### src/rtl/pll_divn_sequencer_if.sv
// Purpose : bundles the request, droop and PLL-control signals of pll_divn_sequencer.
// Latency : n/a (wiring only).
// Backpressure: target_valid is held by the master until target_ready is seen high at a clock edge.
//
// Ports (master = requester / testbench, slave = sequencer):
//   target_divn  master->slave  requested divide ratio
//   target_valid master->slave  request strobe, held until accepted
//   droop_req    master->slave  synchronous supply-droop indication
//   target_ready slave->master  high only while the sequencer is idle
//   pll_resetn   slave->master  PLL resetn
//   divn         slave->master  PLL divide ratio (registered)
//   brake        slave->master  PLL brake (registered)
//   busy         slave->master  high whenever the sequencer is not idle
//   done         slave->master  one-cycle pulse when divn reaches the accepted target
interface pll_divn_sequencer_if #(
  parameter int DIVN_W = 8
);
  logic [DIVN_W-1:0] target_divn;
  logic              target_valid;
  logic              target_ready;
  logic              droop_req;
  logic              pll_resetn;
  logic [DIVN_W-1:0] divn;
  logic              brake;
  logic              busy;
  logic              done;

  modport master (
    output target_divn, target_valid, droop_req,
    input  target_ready, pll_resetn, divn, brake, busy, done
  );

  modport slave (
    input  target_divn, target_valid, droop_req,
    output target_ready, pll_resetn, divn, brake, busy, done
  );
endinterface

### src/rtl/pll_divn_sequencer.sv
// Purpose : holds the PLL in reset, then slews divn one unit per (DWELL+1) refclk cycles toward a clamped target; turns droop rising edges into brake pulses.
// Latency : accept at t0 -> divn steps at t0+1+i*(DWELL+1); done/target_ready at t0+1+n*(DWELL+1) (t0+1 when already at target).
// Backpressure: target_ready is low outside IDLE, requests are left pending (not dropped); brake freezes the dwell timer only.
//
// Ports:
//   refclk  sole clock, rising edge
//   reset   asynchronous active-high reset
//   bus     pll_divn_sequencer_if.slave (target_divn/valid/ready, droop_req, pll_resetn, divn, brake, busy, done)
// DIVN_W must match the DIVN_W of the connected interface instance.
module pll_divn_sequencer #(
  parameter int DIVN_W       = 8,
  parameter int DIVN_DEFAULT = 45,
  parameter int DIVN_MIN     = 8,
  parameter int DIVN_MAX     = 255,
  parameter int RST_HOLD     = 100,
  parameter int DWELL        = 64,
  parameter int BRAKE_LEN    = 2
) (
  input logic                 refclk,
  input logic                 reset,
  pll_divn_sequencer_if.slave bus
);

  localparam int HOLD_W  = (RST_HOLD > 1) ? $clog2(RST_HOLD) : 1;
  localparam int DWELL_W = (DWELL > 1) ? $clog2(DWELL) : 1;
  localparam int BRAKE_W = $clog2(BRAKE_LEN + 1);

  localparam logic [DIVN_W-1:0]  DEF_V      = DIVN_W'(DIVN_DEFAULT);
  localparam logic [DIVN_W-1:0]  MIN_V      = DIVN_W'(DIVN_MIN);
  localparam logic [DIVN_W-1:0]  MAX_V      = DIVN_W'(DIVN_MAX);
  localparam logic [DIVN_W-1:0]  DIVN_ONE   = DIVN_W'(1);
  localparam logic [HOLD_W-1:0]  HOLD_LAST  = HOLD_W'(RST_HOLD - 1);
  localparam logic [HOLD_W-1:0]  HOLD_ONE   = HOLD_W'(1);
  localparam logic [DWELL_W-1:0] DWELL_LOAD = DWELL_W'(DWELL - 1);
  localparam logic [DWELL_W-1:0] DWELL_ONE  = DWELL_W'(1);
  localparam logic [BRAKE_W-1:0] BRAKE_LOAD = BRAKE_W'(BRAKE_LEN);
  localparam logic [BRAKE_W-1:0] BRAKE_ONE  = BRAKE_W'(1);

  typedef enum logic [1:0] {
    S_HOLD  = 2'd0,
    S_IDLE  = 2'd1,
    S_STEP  = 2'd2,
    S_DWELL = 2'd3
  } state_t;

  state_t             state_q;
  logic [HOLD_W-1:0]  hold_cnt_q;
  logic [DWELL_W-1:0] dwell_cnt_q;
  logic [BRAKE_W-1:0] brake_cnt_q;
  logic [DIVN_W-1:0]  tgt_q;
  logic [DIVN_W-1:0]  divn_q;
  logic               pll_resetn_q;
  logic               brake_q;
  logic               ready_q;
  logic               busy_q;
  logic               done_q;
  logic               done_pend_q;
  logic               droop_prev_q;

  logic [DIVN_W-1:0]  tgt_clamp_d;
  logic [DIVN_W-1:0]  divn_step_d;
  logic [BRAKE_W-1:0] brake_cnt_d;
  logic               droop_rise;

  // Compare in int so the clamp stays well-formed when a bound equals the full DIVN_W range.
  always_comb begin
    tgt_clamp_d = bus.target_divn;
    if (int'(bus.target_divn) < DIVN_MIN) begin
      tgt_clamp_d = MIN_V;
    end else if (int'(bus.target_divn) > DIVN_MAX) begin
      tgt_clamp_d = MAX_V;
    end
  end

  always_comb begin
    divn_step_d = (divn_q < tgt_q) ? (divn_q + DIVN_ONE) : (divn_q - DIVN_ONE);
  end

  // Droop edges are ignored while the PLL is still held in reset.
  assign droop_rise = bus.droop_req && !droop_prev_q && (state_q != S_HOLD);

  // A new rising edge reloads the counter, so overlapping droops stretch one pulse.
  always_comb begin
    brake_cnt_d = brake_cnt_q;
    if (droop_rise) begin
      brake_cnt_d = BRAKE_LOAD;
    end else if (brake_cnt_q != '0) begin
      brake_cnt_d = brake_cnt_q - BRAKE_ONE;
    end
  end

  always_ff @(posedge refclk or posedge reset) begin
    if (reset) begin
      state_q      <= S_HOLD;
      hold_cnt_q   <= '0;
      dwell_cnt_q  <= '0;
      brake_cnt_q  <= '0;
      tgt_q        <= DEF_V;
      divn_q       <= DEF_V;
      pll_resetn_q <= 1'b0;
      brake_q      <= 1'b0;
      ready_q      <= 1'b0;
      busy_q       <= 1'b1;
      done_q       <= 1'b0;
      done_pend_q  <= 1'b0;
      droop_prev_q <= 1'b0;
    end else begin
      droop_prev_q <= bus.droop_req;
      brake_cnt_q  <= brake_cnt_d;
      brake_q      <= (brake_cnt_d != '0);
      // A request that already matches divn reports done one cycle after acceptance.
      done_q       <= done_pend_q;
      done_pend_q  <= 1'b0;

      case (state_q)
        S_HOLD: begin
          if (hold_cnt_q == HOLD_LAST) begin
            state_q      <= S_IDLE;
            pll_resetn_q <= 1'b1;
            ready_q      <= 1'b1;
            busy_q       <= 1'b0;
          end else begin
            hold_cnt_q <= hold_cnt_q + HOLD_ONE;
          end
        end

        S_IDLE: begin
          if (bus.target_valid && ready_q) begin
            tgt_q <= tgt_clamp_d;
            if (tgt_clamp_d == divn_q) begin
              done_pend_q <= 1'b1;
            end else begin
              state_q <= S_STEP;
              ready_q <= 1'b0;
              busy_q  <= 1'b1;
            end
          end
        end

        // Completion is reported from STEP so that done lands one full
        // step period after the last divn change, on the same grid as the steps.
        S_STEP: begin
          if (divn_q == tgt_q) begin
            state_q <= S_IDLE;
            done_q  <= 1'b1;
            ready_q <= 1'b1;
            busy_q  <= 1'b0;
          end else begin
            divn_q      <= divn_step_d;
            dwell_cnt_q <= DWELL_LOAD;
            state_q     <= S_DWELL;
          end
        end

        S_DWELL: begin
          // Brake freezes the dwell timer, including its terminal count.
          if (!brake_q) begin
            if (dwell_cnt_q == '0) begin
              state_q <= S_STEP;
            end else begin
              dwell_cnt_q <= dwell_cnt_q - DWELL_ONE;
            end
          end
        end

        default: begin
          state_q <= S_HOLD;
        end
      endcase
    end
  end

  assign bus.target_ready = ready_q;
  assign bus.pll_resetn   = pll_resetn_q;
  assign bus.divn         = divn_q;
  assign bus.brake        = brake_q;
  assign bus.busy         = busy_q;
  assign bus.done         = done_q;

endmodule

### src/flat_wrapper.sv
// flat-port wrapper written by rule: the top's interface ports become plain ports
module pll_divn_sequencer_flat 
#(
  parameter int DIVN_W       = 8,
  parameter int DIVN_DEFAULT = 45,
  parameter int DIVN_MIN     = 8,
  parameter int DIVN_MAX     = 255,
  parameter int RST_HOLD     = 100,
  parameter int DWELL        = 64,
  parameter int BRAKE_LEN    = 2
)
  (refclk, reset, bus_target_divn, bus_target_valid, bus_droop_req, bus_target_ready, bus_pll_resetn, bus_divn, bus_brake, bus_busy, bus_done);
  pll_divn_sequencer_if #(.DIVN_W(DIVN_W)) bus_i ();
  input logic refclk;
  input logic reset;
  input wire logic [$bits(bus_i.target_divn)-1:0] bus_target_divn;
  input wire logic [$bits(bus_i.target_valid)-1:0] bus_target_valid;
  input wire logic [$bits(bus_i.droop_req)-1:0] bus_droop_req;
  output wire logic [$bits(bus_i.target_ready)-1:0] bus_target_ready;
  output wire logic [$bits(bus_i.pll_resetn)-1:0] bus_pll_resetn;
  output wire logic [$bits(bus_i.divn)-1:0] bus_divn;
  output wire logic [$bits(bus_i.brake)-1:0] bus_brake;
  output wire logic [$bits(bus_i.busy)-1:0] bus_busy;
  output wire logic [$bits(bus_i.done)-1:0] bus_done;
  assign bus_i.target_divn = bus_target_divn;
  assign bus_i.target_valid = bus_target_valid;
  assign bus_i.droop_req = bus_droop_req;
  assign bus_target_ready = bus_i.target_ready;
  assign bus_pll_resetn = bus_i.pll_resetn;
  assign bus_divn = bus_i.divn;
  assign bus_brake = bus_i.brake;
  assign bus_busy = bus_i.busy;
  assign bus_done = bus_i.done;
  pll_divn_sequencer #(.DIVN_W(DIVN_W), .DIVN_DEFAULT(DIVN_DEFAULT), .DIVN_MIN(DIVN_MIN), .DIVN_MAX(DIVN_MAX), .RST_HOLD(RST_HOLD), .DWELL(DWELL), .BRAKE_LEN(BRAKE_LEN)) u_core (.refclk(refclk), .reset(reset), .bus(bus_i));
endmodule
### config.mk
export PLATFORM = sky130hd
export DESIGN_NAME = pll_divn_sequencer_flat
export DESIGN_NICKNAME = d
export VERILOG_FILES = /design/src/rtl/pll_divn_sequencer_if.sv /design/src/rtl/pll_divn_sequencer.sv /design/src/flat_wrapper.sv
export SDC_FILE = /design/constraint.sdc
export NUM_CORES = 1
export LEC_CHECK = 0
export CORE_MARGIN = 10
export CORE_UTILIZATION = 48
export CTS_CLUSTER_DIAMETER = 120
export DETAILED_ROUTE_END_ITERATION = 12
export HOLD_SLACK_MARGIN = 0.12
export MAX_ROUTING_LAYER = met4
export PLACE_DENSITY = 0.67
export RECOVER_POWER = 50
export SYNTH_ARGS = -nofsm -noshare
export SYNTH_HDL_FRONTEND = slang
export SYNTH_SLANG_ARGS = --single-unit
### constraint.sdc
create_clock -name refclk -period 3.35 [get_ports refclk]
set_input_delay 0.67 -clock refclk [delete_from_list [all_inputs] [get_ports refclk]]
set_output_delay 0.67 -clock refclk [all_outputs]
set_load 0.05 [all_outputs]
==> results.sh <==
export IMPL_min_period_ns=3.04
export IMPL_die_w_microns=88.2
export IMPL_first_pass_iters=4
export IMPL_cellLeakagePower_nw=1.19
export IMPL_clock_sinks=40
export IMPL_rows=24
export IMPL_route_detailed_wl_per_inst_microns=14.2
export IMPL_cts_buffers=5
export IMPL_syn_nets=248
export IMPL_yosysMostFrequentCell="dfrtp_1"
export IMPL_irDropWorstVdd_mv=0.530
export IMPL_core_area_sq_um=4410
export IMPL_p_clk_share_pct=17.5
export IMPL_grt_max_degree=32
export IMPL_run_status="finished with violations"
export IMPL_crit_path_start_kind="flip-flop"
export IMPL_slew_headroom_pct=-6.48
export IMPL_p_sw_share_pct=39.7
export IMPL_pre_cts_ws_ns=0.218
export IMPL_design_area_sq_um=2690
export IMPL_design_die_area_sq_um=7780
export IMPL_powerDensity_nw_per_um2=823
export IMPL_netlist_top_cells_area="dfrtp_1, dfstp_2, ha_1"
export IMPL_violations="capacitance limit, slew limit"
export IMPL_clockBufferDepth=2
export IMPL_track_usage_pct=12.3
export IMPL_worstSetupEndpointType="flip-flop"
export IMPL_seq_power_share_pct=35.9
export IMPL_rsz0062_at_grt="false"
export IMPL_synth_area_leader_cell="dfrtp_1"
export IMPL_max_cap_violations=1
export IMPL_fmax_mhz=329
export IMPL_clk_pin_slew_worst_paths_ns=0.08
export IMPL_syn_inst=218
export IMPL_drive_above_1_share_pct=13.8
export IMPL_cts_root_buf="clkbuf_8"
export IMPL_clk_latency_ns=0.29
export IMPL_grt_pass1_wl_microns=7460
export IMPL_reg2regPathDepth=11
export IMPL_r2r_slack_ns=0.31
export IMPL_ys_seq_elements=40
export IMPL_synth_compound_area_share_pct=13.3
export IMPL_start_util_pct=50.6
export IMPL_grt_pass1_vias=1587
export IMPL_synth_main_ff_cell="dfrtp_1"
export IMPL_finalSetupTns_ns=0
export IMPL_grt_ovfl_total=0
export IMPL_cts_setup_buffers=0
export IMPL_tightest_slew_ns=1.60
export IMPL_holdCritPathClass="reg -> reg"
export IMPL_syn_to_final_growth_pct=20.4
export IMPL_fin_ws_ns=0.311
export IMPL_fin_crit_sh_pct=90.7
export IMPL_synthTopCellsByCount="dfrtp_1, nand2_1, ha_1"
export IMPL_worstPathRequired_ns=3.53
export IMPL_synth_adder_area_share_pct=10.4
export IMPL_postRouteAntennaNets=0
export IMPL_cts_hold_buf=0
export IMPL_ys_async_sr_fraction_pct=100
export IMPL_p_switching_mw=0.877
export IMPL_dp_hpwl_microns=3350
export IMPL_utilization_pct=60.9
export IMPL_synth_edf_count=0
export IMPL_hold_viol=0
export IMPL_seq_area_frac_synth_pct=45.3
export IMPL_place_gp_congestion=0.789
export IMPL_placement_io_buffers=24
export IMPL_io_pins=25
export IMPL_muxShareOfSynthArea_pct=0.953
export IMPL_slew_viol_final=32
export IMPL_totalWireLength_microns=4350
export IMPL_cts_tree="built"
export IMPL_yosysTopAreaCellShare_pct=34.8
export IMPL_place_area_sq_um=2580
export IMPL_nets=283
export IMPL_p_int_mw=1.33
export IMPL_arrival_ns=3.22
export IMPL_diodes=0
export IMPL_htreeDepth=2
export IMPL_crit_path_start="u_core.bus.divn[1]"
export IMPL_vias_per_cell=5.37
export IMPL_synth_cell_types=48
export IMPL_drt_iter0_drc=74
export IMPL_vias=1642
export IMPL_synthSimpleGateAreaFrac_pct=18.6
export IMPL_synth_top_family_by_area="simple AND/OR/NAND/NOR gates"
export IMPL_pwr_share_comb_pct=46.6
export IMPL_fillers=400
export IMPL_r2r_end="u_core.bus.divn[7]"
export IMPL_antenna_found_initial=0
export IMPL_finClkSkew_ns=0.00457
export IMPL_synth_xor_area_share_pct=8.63
export IMPL_yosysWarnings=0
export IMPL_cp_endpoint="u_core.bus.divn[7]"
export IMPL_setup_viol=0
export IMPL_syn_area_sq_um=2230
export IMPL_r2r_start="u_core.bus.divn[1]"
export IMPL_critical_path_class="reg -> reg"
export IMPL_syn_area_per_cell_sq_um=10.2
export IMPL_die_y_microns=88.2
export IMPL_path_max_fanout=7
export IMPL_drc=0
cell usage in the layout (no fill, tap or decap), types with 2 or more instances in the layout:
master	count
xor2_1	6
nand3_1	3
xnor2_1	16
o21ai_0	15
nor3_1	4
nor4_1	3
and3_1	2
a21o_1	4
dfrtp_1	30
a21oi_1	8
inv_1	13
nor3b_2	2
dfstp_2	9
ha_1	17
nand2_1	24
o211ai_1	3
dlygate4sd3_1	2
clkdlybuf4s50_1	22
o22ai_1	3
nand2b_1	2
or3_1	2
nor3b_1	3
a211oi_1	2
buf_4	6
nor2b_1	2
nor2_1	14
clkbuf_1	2
nand4_1	4
clkbuf_8	5
cells by family after synthesis:
kind of cell    count (synthesis)
compound gates                 45
xor+xnor                       22
mux                             2
simple gates                   75
flops                          40
fa+ha+maj                      18
buf+inv                        16
power by group through the flow:
stage	clock network (mW)	logic (mW)	registers (mW)
after floorplan	0	0.599	0.940
after global placement	0	1.02	0.795
after detailed placement	0	1.03	0.799
after CTS	0.400	1.04	0.791
after global routing	0.417	1.16	0.820
final	0.387	1.03	0.793
final cells by class:
| cell class | count | area, sq um | area share [%] |
|---|---|---|---|
| clock buffers | 6 | 72.6 | 2.70 |
| clock inverters | 2 | 35.0 | 1.30 |
| inverters | 13 | 48.8 | 1.82 |
| multi-input cells | 162 | 1160 | 43.3 |
| flip-flops and latches | 40 | 1010 | 37.7 |
| well taps | 52 | 65.1 | 2.42 |
| repair buffers | 31 | 289 | 10.8 |
state kept, by name, indices dropped and copies added, names as in the netlist:
signal and cells:
u_core.dwell_cnt_q 6, u_core.hold_cnt_q 7, u_core.bus.divn 8, u_core.bus.pll_resetn 1
u_core.droop_prev_q 1, u_core.brake_cnt_q 2, u_core.tgt_q 8, u_core.bus.busy 1
u_core.bus.done 1, u_core.done_pend_q 1, u_core.bus.brake 1, u_core.bus.target_ready 1
u_core.state_q 2
metal layers:
| layer | GRT usage (%) | up-vias | wire [microns] |
|---|---|---|---|
| met3 | 4.09 | 6 | 284 |
| met2 | 16.6 | 31 | 1720 |
| met1 | 17.0 | 759 | 2300 |
| met4 | 3.42 | 0 | 43 |
| met5 | - | - | 0 |
| li1 | - | 846 | - |
worst min path at each step:
stage                                     start                     to  slack, ns  depth (start not counted)
after floorplan           u_core.brake_cnt_q[0]  u_core.brake_cnt_q[0]       0.41                          1
after global placement    u_core.brake_cnt_q[0]  u_core.brake_cnt_q[0]       0.42                          1
after detailed placement  u_core.brake_cnt_q[0]  u_core.brake_cnt_q[0]       0.43                          1
after CTS                 u_core.brake_cnt_q[0]  u_core.brake_cnt_q[0]       0.44                          1
after global routing         u_core.done_pend_q        u_core.bus.done       0.48                          1
final                     u_core.brake_cnt_q[0]  u_core.brake_cnt_q[0]       0.43                          1
critical path, cell delays in order, from the launching register on:
cell and delay (ns):
dfrtp_2 0.41, ha_1 0.30, nor2b_1 0.13, o211ai_1 0.15, a21oi_1 0.12, or3_4 0.43, ha_1 0.24, or4_1 0.52
o22ai_1 0.19, o31a_1 0.17, o21ai_0 0.10, xnor2_1 0.16
through the flow:
step / std cells / power (mW) / hold slack, ns
5_1_grt: 306 / 2.40 / 0.483
3_3_place_gp: 298 / 1.82 / 0.419
2_1_floorplan: 218 / 1.54 / 0.409
3_5_place_dp: 298 / 1.83 / 0.427
4_1_cts: 306 / 2.23 / 0.438
6_report: 306 / 2.21 / 0.433
timing repair:
| action | in CTS | in global routing |
|---|---|---|
| resized for setup | 0 | 1 |
| endpoints found under the hold margin | 0 | 0 |
| endpoints found under the setup margin | 0 | 1 |
No activity file was read; power rests on OpenSTA's default activity.
